File: config.mk
export PLATFORM = sky130hd
export DESIGN_NAME = mips_mem_arbiter
export DESIGN_NICKNAME = d
export VERILOG_FILES = /design/src/rtl/mips_mem_pkg.sv /design/src/rtl/mips_mem_starve_ctr.sv /design/src/rtl/mips_mem_arbiter.sv
export SDC_FILE = /design/constraint.sdc
export NUM_CORES = 1
export LEC_CHECK = 0
export BUFFER_PORTS_ARGS = -buffer_cell sky130_fd_sc_hd__buf_2
export CAP_MARGIN = 20
export CORE_AREA = 2 2 95 97
export CTS_BUF_LIST = sky130_fd_sc_hd__clkbuf_4 sky130_fd_sc_hd__clkbuf_8 sky130_fd_sc_hd__clkbuf_16
export DETAILED_ROUTE_END_ITERATION = 16
export DIE_AREA = 0 0 97 99
export GPL_ROUTABILITY_DRIVEN = 0
export PLACE_DENSITY_LB_ADDON = 0.05
export SKIP_LAST_GASP = 1
export SLEW_MARGIN = 25
export SYNTH_ARGS = -nofsm -noshare
export SYNTH_HDL_FRONTEND = slang
export SYNTH_SLANG_ARGS = --single-unit
File: constraint.sdc
create_clock -name clk -period 1.5 [get_ports clk]
set_input_delay 0.15 -clock clk [delete_from_list [all_inputs] [get_ports clk]]
set_output_delay 0.15 -clock clk [all_outputs]
set_load 0.005 [all_outputs]
File: src/rtl/mips_mem_pkg.sv
// Shared definitions for the MIPS32 single-port memory arbiter:
// default address width, data word width and read-owner encoding.
package mips_mem_pkg;

    localparam int unsigned DEF_ADDR_W = 10;
    localparam int unsigned WORD_W     = 32;

    typedef enum logic [1:0] {
        OWN_NONE = 2'd0,
        OWN_IF   = 2'd1,
        OWN_DM   = 2'd2
    } owner_e;

endpackage

File: src/rtl/mips_mem_starve_ctr.sv
// Fetch starvation counter: counts consecutive denied eligible fetch cycles
// and raises promote once the count reaches STARVE_MAX.
module mips_mem_starve_ctr #(
    parameter int unsigned STARVE_MAX = 4
) (
    input  logic clk,
    input  logic rst,
    input  logic if_req,
    input  logic halted,
    input  logic if_gnt,
    output logic promote
);

    localparam int unsigned CNT_W = $clog2(STARVE_MAX + 1);

    logic [CNT_W-1:0] cnt_q;

    assign promote = (cnt_q == CNT_W'(STARVE_MAX));

    always_ff @(posedge clk or posedge rst) begin
        if (rst) begin
            cnt_q <= '0;
        end else if (if_gnt || !if_req || halted) begin
            cnt_q <= '0;
        end else if (!promote) begin
            cnt_q <= cnt_q + CNT_W'(1);
        end
    end

endmodule

File: src/rtl/mips_mem_arbiter.sv
// Single-port memory arbiter: loader > data > fetch, 1-cycle read return.
// Define MIPS_MEM_ARB_STARVE_GUARD_EN to promote fetch after STARVE_MAX denials.
module mips_mem_arbiter
    import mips_mem_pkg::*;
#(
    parameter int unsigned ADDR_W     = DEF_ADDR_W,
    parameter int unsigned STARVE_MAX = 4
) (
    input  logic              clk,
    input  logic              rst,
    input  logic              halted,
    input  logic              ld_req,
    input  logic [ADDR_W-1:0] ld_addr,
    input  logic [WORD_W-1:0] ld_wdata,
    output logic              ld_gnt,
    input  logic              dm_req,
    input  logic              dm_we,
    input  logic [ADDR_W-1:0] dm_addr,
    input  logic [WORD_W-1:0] dm_wdata,
    output logic              dm_gnt,
    output logic              dm_rvalid,
    output logic [WORD_W-1:0] dm_rdata,
    input  logic              if_req,
    input  logic [ADDR_W-1:0] if_addr,
    output logic              if_gnt,
    output logic              if_rvalid,
    output logic [WORD_W-1:0] if_rdata,
    output logic              if_stall,
    output logic              mem_en,
    output logic              mem_we,
    output logic [ADDR_W-1:0] mem_addr,
    output logic [WORD_W-1:0] mem_wdata,
    input  logic [WORD_W-1:0] mem_rdata
);

    if (STARVE_MAX < 1) begin : g_bad_starve_max
        $error("STARVE_MAX must be at least 1");
    end

    logic   if_ok;
    logic   promote;
    owner_e owner_q;

    assign if_ok = if_req & ~halted;

`ifdef MIPS_MEM_ARB_STARVE_GUARD_EN
    mips_mem_starve_ctr #(
        .STARVE_MAX(STARVE_MAX)
    ) u_starve_ctr (
        .clk     (clk),
        .rst     (rst),
        .if_req  (if_req),
        .halted  (halted),
        .if_gnt  (if_gnt),
        .promote (promote)
    );
`else
    assign promote = 1'b0;
`endif

    // A promoted fetch jumps ahead of data but never ahead of the loader.
    assign ld_gnt   = ld_req;
    assign if_gnt   = if_ok & ~ld_req & (~dm_req | promote);
    assign dm_gnt   = dm_req & ~ld_req & ~if_gnt;
    assign if_stall = if_req & ~if_gnt;

    always_comb begin
        mem_en    = ld_gnt | dm_gnt | if_gnt;
        mem_we    = ld_gnt | (dm_gnt & dm_we);
        mem_addr  = '0;
        mem_wdata = '0;
        if (ld_gnt) begin
            mem_addr  = ld_addr;
            mem_wdata = ld_wdata;
        end else if (dm_gnt) begin
            mem_addr  = dm_addr;
            mem_wdata = dm_we ? dm_wdata : '0;
        end else if (if_gnt) begin
            mem_addr  = if_addr;
        end
    end

    always_ff @(posedge clk or posedge rst) begin
        if (rst) begin
            owner_q <= OWN_NONE;
        end else if (if_gnt) begin
            owner_q <= OWN_IF;
        end else if (dm_gnt && !dm_we) begin
            owner_q <= OWN_DM;
        end else begin
            owner_q <= OWN_NONE;
        end
    end

    assign if_rvalid = (owner_q == OWN_IF);
    assign dm_rvalid = (owner_q == OWN_DM);
    assign if_rdata  = if_rvalid ? mem_rdata : '0;
    assign dm_rdata  = dm_rvalid ? mem_rdata : '0;

endmodule

-- After elaboration in Yosys (flattened, before gate mapping)
Index checks and enable logic that the tools add are counted.
- bits in registers: 2
- input bits: 133
- equality and inequality tests: 2
- muxes and demuxes: 10
- bitwise logic cells: 14
- reduce and logical (&&, ||, !) cells: 2
- operators with widths (operator ; number):
    $mux 32 ; 5
    $mux 10 ; 3
    $and 1x1->1 ; 7
    $mux 2 ; 2
    $not 1->1 ; 4
    $or 1x1->1 ; 3
    $eq 2x1->1 const B ; 1
    $eq 2x2->1 const B ; 1
    $logic_and 1x1->1 ; 1
    $logic_not 1->1 ; 1

-- Depth between registers and ports, before layout
- depth in word-level cells: 9
- depth in mapped cells: 5

-- Worst setup path before layout
Ideal clock, no wire load.
- path type: reg-to-output
- start point: register owner_q[0]
- end point: output port dm_rdata[10]
- arrival time: 0.935 ns
- data required time: 1.350 ns
- setup slack: 0.415 ns
- stages on the path, launching flop included: 4
- path buffers: 1
- cells stage by stage: dfrtp_1 > nor2b_1 > clkbuf_1 > and2_1
- cells in the longest elaborated chain, start to end: 2
- ends and longest elaborated chain (element ; RTL line ; source):
    from (decl) ; mips_mem_arbiter.sv:42 ; owner_e owner_q;
    from (signal assigned) ; mips_mem_arbiter.sv:85 ; owner_q <= OWN_NONE;
    from (signal assigned) ; mips_mem_arbiter.sv:87 ; owner_q <= OWN_IF;
    from (signal assigned) ; mips_mem_arbiter.sv:89 ; owner_q <= OWN_DM;
    $eq 2x2->1 ; mips_mem_arbiter.sv:96 ; assign dm_rvalid = (owner_q == OWN_DM);
    $mux 32 ; mips_mem_arbiter.sv:98 ; assign dm_rdata = dm_rvalid ? mem_rdata : '0;
    to (decl) ; mips_mem_arbiter.sv:22 ; output logic [WORD_W-1:0] dm_rdata,
No other way between the ends.

-- Worst setup path in the final report
- start point: input port ld_req
- end point: output port mem_we
- cells in the longest elaborated chain, start to end: 7
- elaborated cells on any way between the ends: 8
- those cells by class: 8 x bitwise
- ends and longest elaborated chain (element ; RTL line ; source):
    from (decl) ; mips_mem_arbiter.sv:12 ; input logic ld_req,
    $not 1->1 ; mips_mem_arbiter.sv:63, mips_mem_arbiter.sv:64 ;
    $and 1x1->1 (2 in series) ; mips_mem_arbiter.sv:63 ; assign if_gnt = if_ok & ~ld_req & (~dm_req | promote);
    $not 1->1 ; mips_mem_arbiter.sv:64 ; assign dm_gnt = dm_req & ~ld_req & ~if_gnt;
    $and 1x1->1 ; mips_mem_arbiter.sv:64 ;
    $and 1x1->1 ; mips_mem_arbiter.sv:69 ; mem_we = ld_gnt | (dm_gnt & dm_we);
    $or 1x1->1 * ; mips_mem_arbiter.sv:69 ;
    to (decl) ; mips_mem_arbiter.sv:30 ; output logic mem_we,
Mark *: on every way between the ends. The rest lies on a longest branch, timed or not.

==> metrics.txt <==
max-cap violation count 0; die area 9603 um2; Die Wd 97 um; Max-slew headroom 82.45%; vias in the first global route 1920; LEAKAGE 1.607 nW; synthesized area per cell 7.380 um2; startpoint type of the worst setup path input pin; Tot GR Track Use 11.26%; worst hold margin 107.6 ps; first-pass detailed-route iteration total 2; met3 Use GR 2.766%; CP endpoint kind output port; Slew Limit Fails 0; met2 Use GR 22.81%; maximum number of pins on one net before global-route repair 34; Post-DRT Antenna Nets 0; WS Path Type in2out; most frequent cells in the layout 246 x buf_2, 74 x and2_1, 32 x a22o_1, 6 x a221o_2; Most Used Layer, Global Route met2; antenna violations before repair 0; post-synthesis mux area share 0%; status finished clean; peak supply drop 114.5 uV; Final Hold Fails 0; post-synthesis sequential area ratio 4.582%; Iteration-0 DRC Markers 25; area growth from synthesis to layout 129.2%; CTS tree built; starting density of the core 12.77%; Syn Nets 281; main combinational cell family by area after synthesis simple AND/OR/NAND/NOR gates; Storage cell area 50.05 um2; Yosys cell types 17; Synth Area in Adders 0%; n_diodes 0; H-tree Lvls 1; Setup TNS Final 0 ps; cts bufs inserted 3; total number of vias 2040; Regs by FF count owner_q (2); Rows 34; final core occ 29.28%; CTS Root Cell clkbuf_8; Core Region 8551 um2; Synth Cell Area 1092 um2; area occupied by multi-input gates 927.1 um2; simple-gate portion of the synthesized area 48.91%; clock-pin slew on the worst setup and hold paths 30 ps; Overflow after GRT 0; routed length per instance 11.99 um; WP data arrival 1220 ps; # setup viols final 0; fin nets 523; first-pass GRT wire length 9.094 mm; P per Cell Area 312.9 nW/um2; FILL cells 945; Reg with most FFs owner_q; Synth Area in XOR/XNOR 0%; Final min period 1370 ps; Max Buffers Root-to-Sink 2; Residual DRC 0; Yosys Warn Count 0; Vias/cell 4.113; setup bufs post-CTS 0; I/O Buffers 246; #FFs+latches synth 2; grt met1 use 10.86%; Max Fclk 0.7297 GHz; Largest register FFs 2; commonest non-fill, non-tap cell in the layout buf_2; RSZ-0062 raised after global routing false; Cells after Synth 148; worst endpoint required time 1350 ps; Compound-Gate Fraction of Synth Area 35.97%; Max FO, Critical Path 33; CTS sink cnt 2; fin crit share 91.36%; worst-margin pin slew 263.3 ps; die span in y 99 um; Post-Route WL 5.946 mm; Hold Crit Class in2reg; I/O Pins 247; layout cells sized above 1 68.30%
## worst max-delay path, cell delays in order
cell	delay (ps)
buf_2	240
and3b_1	250
buf_12	170
or2_2	270
buf_2	130
## path summary, 6_finish.rpt
| kind | startpoint | end | slack, ps | cells past startpoint |
|---|---|---|---|---|
| worst min-delay path | dm_we | owner_q[1]$_DFF_PP0_ | 110 | 2 |
| max in group asynchronous | rst | owner_q[1]$_DFF_PP0_ | 1040 | 3 |
| min in group asynchronous | rst | owner_q[0]$_DFF_PP0_ | 350 | 3 |
| worst max-delay path | ld_req | mem_we | 130 | 5 |
## layout make-up
cell class / count / share of cell area [%]
inverters: 2 / 0.2999
multi-input cells: 126 / 37.03
clock buffers: 3 / 1.649
flip-flops and latches: 2 / 1.999
well taps: 108 / 5.397
repair buffers: 255 / 53.62
## synthesized netlist by cell type
library cell / n / share of area [%]
and2_1: 74 / 42
a22o_1: 32 / 26
buf_2: 7 / 3.2
a221o_2: 6 / 6.2
a221o_1: 4 / 3.7
buf_4: 4 / 2.7
clkbuf_1: 4 / 1.4
nor2b_1: 4 / 2.3
buf_6: 2 / 2.1
dfrtp_1: 2 / 4.6
inv_1: 2 / 0.69
nor2_1: 2 / 0.69
and3b_1: 1 / 0.80
clkbuf_2: 1 / 0.46
nor4b_4: 1 / 2.2
o21ai_0: 1 / 0.46
or2_2: 1 / 0.57
## stage by stage
step	total power, W	instances	cell area [um2]	setup slack (ps)
global placement	0.0005868	492	2449	102.7
global route	0.0008601	496	2504	24.91
floorplan	0.0002568	148	1092	414.8
detailed placement	0.0005817	492	2449	123.8
finish	0.0007835	496	2504	129.7
CTS	0.0008000	496	2500	103.8
## cell families (layout without fill, tap and decap cells)
kind of cell / after synthesis / after routing
AO/OA/AOI/OAI: 43 / 43
AND/OR/NAND/NOR: 83 / 83
buffers and inverters: 20 / 260
flip-flops: 2 / 2
## per-layer routing
metal	vias to the layer above	routed length [um]
met3	8	667
li1	1005	-
met1	877	1942
met5	-	0
met4	0	118
met2	150	3218
## power breakdown
| group | internal (W) | switching (W) |
|---|---|---|
| combinational | 0.000315 | 0.000205 |
| sequential | 0.0000561 | 0.000000702 |
| clock | 0.000169 | 0.0000375 |
| total | 0.000541 | 0.000243 |
## what timing repair did
item / in CTS / in global routing
setup endpoints to repair: 0 / 2
hold endpoints to repair: 2 / 0
hold buffers: 1 / 0
resized for setup: 0 / 1
No activity file was read; power rests on OpenSTA's default activity.
